===== config.mk =====
export PLATFORM = sky130hd
export DESIGN_NAME = serial_twos_comp_array
export DESIGN_NICKNAME = d
export VERILOG_FILES = /design/src/rtl/serial_twos_comp_array.sv
export SDC_FILE = /design/constraint.sdc
export NUM_CORES = 1
export LEC_CHECK = 0
export ABC_AREA = 0
export BUFFER_PORTS_ARGS = -buffer_cell sky130_fd_sc_hd__buf_2
export CAP_MARGIN = 20
export CELL_PAD_IN_SITES_DETAIL_PLACEMENT = 0
export CELL_PAD_IN_SITES_GLOBAL_PLACEMENT = 1
export CORE_UTILIZATION = 31
export DETAILED_ROUTE_END_ITERATION = 8
export PLACE_DENSITY = 0.72
export SLEW_MARGIN = 20
export SYNTH_ARGS = -nofsm -noshare
export SYNTH_HDL_FRONTEND = slang
export SYNTH_SLANG_ARGS = --single-unit

===== constraint.sdc =====
create_clock -name t_clk -period 1.21 [get_ports t_clk]
set_clock_uncertainty 0.05 [all_clocks]
set_input_delay 0.121 -clock t_clk [delete_from_list [all_inputs] [get_ports t_clk]]
set_output_delay 0.121 -clock t_clk [all_outputs]
set_load 0.005 [all_outputs]

===== src/rtl/serial_twos_comp_array.sv =====
// rtl/serial_twos_comp_array.sv - bit-serial two's-complement negator, CHANNELS lanes, shared framing
//
// Purpose:
//   Each lane receives a WIDTH-bit word LSB-first and emits either its
//   two's-complement negation or an unchanged copy. Negation copies bits up to
//   and including the first 1, then inverts the remaining bits. All lanes
//   share one valid strobe, one bit counter and one per-word mode.
//   Output latency is exactly one cycle.
//
// Ports:
//   t_clk      in   1         clock, rising edge
//   r          in   1         synchronous active-high reset
//   in_valid   in   1         bit beat present on in_bits
//   in_bits    in   CHANNELS  serial data, bit c = lane c, LSB first
//   neg_en     in   1         1 = negate, 0 = pass; sampled on bit-0 beat only
//   out_valid  out  1         registered in_valid
//   out_bits   out  CHANNELS  converted serial data, 0 when out_valid = 0
//   out_first  out  1         beat carries bit 0 of a word
//   out_last   out  1         beat carries bit WIDTH-1 of a word
//   ovf        out  CHANNELS  negation of most-negative value, only with out_last

module serial_twos_comp_array #(
  parameter int WIDTH    = 8,
  parameter int CHANNELS = 1
) (
  input  logic                t_clk,
  input  logic                r,
  input  logic                in_valid,
  input  logic [CHANNELS-1:0] in_bits,
  input  logic                neg_en,
  output logic                out_valid,
  output logic [CHANNELS-1:0] out_bits,
  output logic                out_first,
  output logic                out_last,
  output logic [CHANNELS-1:0] ovf
);

  localparam int              CW       = $clog2(WIDTH);
  localparam logic [CW-1:0]   CNT_LAST = CW'(WIDTH - 1);

  logic [CW-1:0]       cnt_q;
  logic [CHANNELS-1:0] flip_q;
  logic                mode_q;

  logic                first_beat;
  logic                last_beat;
  logic                mode_cur;
  logic [CHANNELS-1:0] flip_cur;
  logic [CHANNELS-1:0] conv_bits;
  logic [CHANNELS-1:0] flip_nxt;
  logic [CHANNELS-1:0] ovf_nxt;
  logic [CW-1:0]       cnt_nxt;

  always_comb begin
    first_beat = (cnt_q == '0);
    last_beat  = (cnt_q == CNT_LAST);
    // Mode is latched on the bit-0 beat and held for the rest of the word.
    mode_cur   = first_beat ? neg_en : mode_q;
    // A new word never inherits flip state, even if the previous word was cut short.
    flip_cur   = first_beat ? '0 : flip_q;
    conv_bits  = in_bits ^ ({CHANNELS{mode_cur}} & flip_cur);
    flip_nxt   = last_beat ? '0 : (flip_cur | in_bits);
    // Only 1000..0 reaches the MSB with flip clear and a 1 on the wire.
    ovf_nxt    = last_beat ? ({CHANNELS{mode_cur}} & in_bits & ~flip_cur) : '0;
    cnt_nxt    = last_beat ? '0 : cnt_q + CW'(1);
  end

  always_ff @(posedge t_clk) begin
    if (r) begin
      out_valid <= 1'b0;
      out_bits  <= '0;
      out_first <= 1'b0;
      out_last  <= 1'b0;
      ovf       <= '0;
      cnt_q     <= '0;
      flip_q    <= '0;
      mode_q    <= 1'b0;
    end else begin
      out_valid <= in_valid;
      if (in_valid) begin
        out_bits  <= conv_bits;
        out_first <= first_beat;
        out_last  <= last_beat;
        ovf       <= ovf_nxt;
        cnt_q     <= cnt_nxt;
        flip_q    <= flip_nxt;
        mode_q    <= mode_cur;
      end else begin
        out_bits  <= '0;
        out_first <= 1'b0;
        out_last  <= 1'b0;
        ovf       <= '0;
      end
    end
  end

endmodule


# After elaboration in Yosys (flattened, before gate mapping)
# Cells that the tools add are included.
[totals] out_inout_bits=5 input_bits=5 wordCells=25 register_bits=10
[op_classes] addsub=1 n_eq_ne=1 n_reduce_logical=3 mux=4 bitwise=8
[op_table] cell="adder 3 x 1 -> 3 bit, second input constant" count=1
[op_table] cell="AND 1 bit" count=3
[op_table] cell="equality test 3 bit, second input constant" count=1
[op_table] cell="logical NOT 3 bit" count=1
[op_table] cell="2-to-1 mux 1 bit" count=3
[op_table] cell="2-to-1 mux 3 bit" count=1
[op_table] cell="inverter 1 bit" count=3
[op_table] cell="OR reduction 3 bit" count=1
[op_table] cell="OR reduction 2 bit" count=1
[op_table] cell="bitwise OR 1 bit" count=1
[op_table] cell="bitwise XOR 1 bit" count=1

# Logic depth before layout (Yosys ltp)
[logic_depth] word_depth=4 ltp_mapped=5 mapped_depth_nobuf=5

# Worst setup path before layout
# No wires, ideal clock.
[synth_timing] path_type="reg2reg" start="register cnt_q[0]" end="register out_bits" setup_time_ns=0.070 arrival_time_ns=1.173 slack_ns=-0.082 stages_incl_launch_ff=6 synth_period_minus_slack_ns=1.292 path_buffers=0 required_ns=1.090 cell_sequence="dfxtp_1 inv_1 ha_1 nor2b_1 or3_1 a21oi_1"
[synth_via] elab_chain_len=4 word_cells_on_any_way=5 cone_classes="mux (2); bitwise (2); reduce/logical (1)"
[synth_lines] item="from (decl)" line="41" text="logic [CW-1:0] cnt_q;"
[synth_lines] item="from (signal assigned)" line="85" text="cnt_q <= cnt_nxt;"
[synth_lines] item="logical NOT 3 bit *" line="55" text="first_beat = (cnt_q == '0);"
[synth_lines] item="2-to-1 mux 1 bit, on equally long branches" line="58, 60"
[synth_lines] item="AND 1 bit *" line="61" text="conv_bits = in_bits ^ ({CHANNELS{mode_cur}} & flip_cur);"
[synth_lines] item="bitwise XOR 1 bit *" line="61"
[synth_lines] item="to (signal assigned)" line="81" text="out_bits <= conv_bits;"
[synth_lines] item="to (decl)" line="32" text="output logic [CHANNELS-1:0] out_bits,"
# Every way passes the cells marked *; elsewhere a longest branch is shown, timed or not.
# A chain may end at the register's enable or synchronous reset.

# Worst setup path after layout
# Ends and elaborated chain as after synthesis.

==> impl_metrics.toml <==
[yosys]
ys_warn_count = 0
yosysSeqAreaShare_pct = 48.05
yosysTopAreaCell = "dfxtp_1"
synthCells = 46
syn_nets = 54
ys_ff_latch = 10
synth.distinct_cells = 18
syn_area_um2 = 416.7
syn_area_per_cell_um2 = 9.058
yosys.area.top_type_share_pct = 48.05
yosys-top-cells-area = "dfxtp_1 48%, ha_1 9.0%, nand3b_1 5.4%"

[setup_path]
worstSetupEndpointType = "register"
critPathKind = "register to register"
r2r_start = "cnt_q[0]$_SDFFE_PP0P_"
cp_top_family = "simple AND/OR/NAND/NOR gates"
startpoint_type = "register"
crit_required_ns = 1.36
critPathArrivalTime_ns = 1.36
r2r_end = "out_bits$_SDFF_PP0_"
path_max_fanout = 3
reg2reg_slack_ns = 0.006
cp_slowest_cell = "dfxtp_2"
path_cells = "inv_2 -> ha_4 -> nor2b_4 -> or3_4 -> a21oi_2"
max_stage_delay_ns = 0.35
crit_buf_inv = 1
rr_worst_depth = 5

[finish]
fin_nets = 72
final_common_cell = "buf_2"
fill_cells = 114
diodes = 0
syn2layout_area_growth_pct = 42.64
drive_above_1_share_pct = 44.44
layout_common_cells = "9 x buf_2, 8 x dfxtp_1, 5 x buf_4"

[sta]
grt_setup_unrepaired = "yes"
max_freq_ghz = 0.8303
setup-violations-final = 0
worstMarginPinSlew_ns = 0.2530
finalHoldViolCount = 0
final_max_slew_viol_count = 0
relSlewSlack_pct = 83.11
period_share_pct = 99.54
setup_ws_ns = 0.005558
period_needed_ns = 1.204

[placement]
port_buffers = 9
pre_cts_ws_ns = -0.02727
gp_congestion = 0.6945

[clocking]
clock_latency_ns = 0.26
cts_tree = "built"
cts_hold_buf = 0
clk_pin_slew_ns = 0.06
root_buffer = "clkbuf_4"
cts_htree_levels = 1
numCtsBuffers = 3
numClockSinks = 10
cts_buffer_depth = 2

[power]
p_leak_nw = 0.2752
power_density_nw_per_um2 = 1275
vdd_drop_max_mv = 0.9685
power_uw = 757.7

[grt]
grt_pass1_vias = 307
grt_pass1_wl_mm = 1.186
grt_start_max_net_pins = 9
grt-ovfl-total = 0
grt_use_total_pct = 12.31
grt_antenna_before_repair = 0

[floorplan]
core.rowCount = 12
core_area_um2 = 1171
pin_count = 10
die_x_um = 38.66
start_util_pct = 35.58
dieArea_um2 = 1495
die_h_um = 38.66

[min_path]
min_path_type = "primary input to register"
hold_depth = 2
hp-start = "r"
holdPathEnd = "mode_q$_SDFFE_PP0P_"

[routing]
antenna_left = 0
wl_per_cell_um = 10.17
drtIter0Drc = 5
drc = 0
via_count = 359
wl_um = 783
via_per_inst = 4.662
firstDrtPassIters = 3

[flow_run]
cap_violations = 0

[status]
status = "finished clean"
## area by class of cell
type                            instances  area, um2  share of cell area (%)
Sequential cell                        10      202.7                   34.11
Inverter                                4      15.01                   2.526
Multi-Input combinational cell         31      240.2                   40.42
Tap cell                               14      17.52                   2.947
Clock buffer                            4      36.28                   6.105
Timing Repair Buffer                   14      82.58                   13.89
## layer usage
metal / GRT usage (%) / part of all wire (%) / up-vias / wire length, um
li1: - / - / 186 / -
met1: 14.24 / 46 / 159 / 363
met2: 17.08 / 44 / 12 / 346
met3: 10.40 / 8.4 / 2 / 66
met4: 2.586 / 0.77 / 0 / 6
met5: 0 / 0 / - / 0
## report_power, final
group | leakage [nW] | switching (mW) | internal [mW] | total (mW)
sequential | 0.0827 | 0.0102 | 0.347 | 0.357
clock | 0.0210 | 0.110 | 0.183 | 0.293
combinational | 0.172 | 0.0501 | 0.0581 | 0.108
## worst register-to-register path, cell delays in order, from the launching register on
cell and delay (ns):
dfxtp_2 0.35, inv_2 0.05, ha_4 0.15, nor2b_4 0.12, or3_4 0.33, a21oi_2 0.11
## registers in the layout (all words and copies together) (netlist names)
register / cells
cnt_q: 3
out_valid: 1
out_first: 1
mode_q: 1
out_last: 1
flip_q: 1
ovf: 1
out_bits: 1
## kinds of logic after synthesis
group                      share of synthesized area [%]
AOI/OAI and AO/OA                                  9.010
adders and majority gates                          9.010
buffers and inverters                              4.803
DFF                                                48.05
muxes                                              4.805
and+or+nand+nor                                    24.32
## cell usage after synthesis (all sizes together)
| master | number |
|---|---|
| ha | 3 |
| or3 | 1 |
| or2b | 1 |
| nand2 | 4 |
| mux2i | 2 |
| and2 | 1 |
| nand2b | 1 |
| a21oi | 3 |
| inv | 4 |
| dfxtp | 10 |
| o22ai | 1 |
| o21ai | 2 |
| nand3 | 2 |
| a31oi | 1 |
| nor2 | 4 |
| nor2b | 2 |
| buf | 1 |
| nand3b | 3 |
## per-stage QoR
| step | hold WS [ns] | util (%) | cells | setup TNS (ns) | cell area, um2 |
|---|---|---|---|---|---|
| 2_1_floorplan | 0.1360 | - | 46 | 0 | 427.9 |
| 3_3_place_gp | 0.3229 | 44.02 | 72 | -0.05405 | 515.5 |
| 3_5_place_dp | 0.3256 | 44.02 | 72 | -0.04654 | 515.5 |
| 4_1_cts | 0.04014 | 47.44 | 76 | 0 | 555.5 |
| 5_1_grt | 0.04342 | 50.75 | 77 | -0.06783 | 594.3 |
| 6_report | 0.04667 | 50.75 | 77 | 0 | 594.3 |
## worst max path at each step
stage                          start             endpoint  slack (ns)  cells past startpoint
6_report       cnt_q[0]$_SDFFE_PP0P_  out_bits$_SDFF_PP0_       0.006                      5
3_3_place_gp   cnt_q[0]$_SDFFE_PP0P_  flip_q$_SDFFE_PP0P_       -0.04                      4
3_5_place_dp   cnt_q[0]$_SDFFE_PP0P_  flip_q$_SDFFE_PP0P_       -0.03                      4
2_1_floorplan  cnt_q[0]$_SDFFE_PP0P_  out_bits$_SDFF_PP0_       0.002                      5
5_1_grt        cnt_q[1]$_SDFFE_PP0P_  mode_q$_SDFFE_PP0P_       -0.04                      5
4_1_cts        cnt_q[0]$_SDFFE_PP0P_  out_bits$_SDFF_PP0_       0.004                      5
## repair_timing
action,CTS,global route
gates resized for setup,4,7
setup buffers,0,1
pin swaps,3,4
endpoints found under the setup margin,3,3
(Power assumes the default switching activity.)
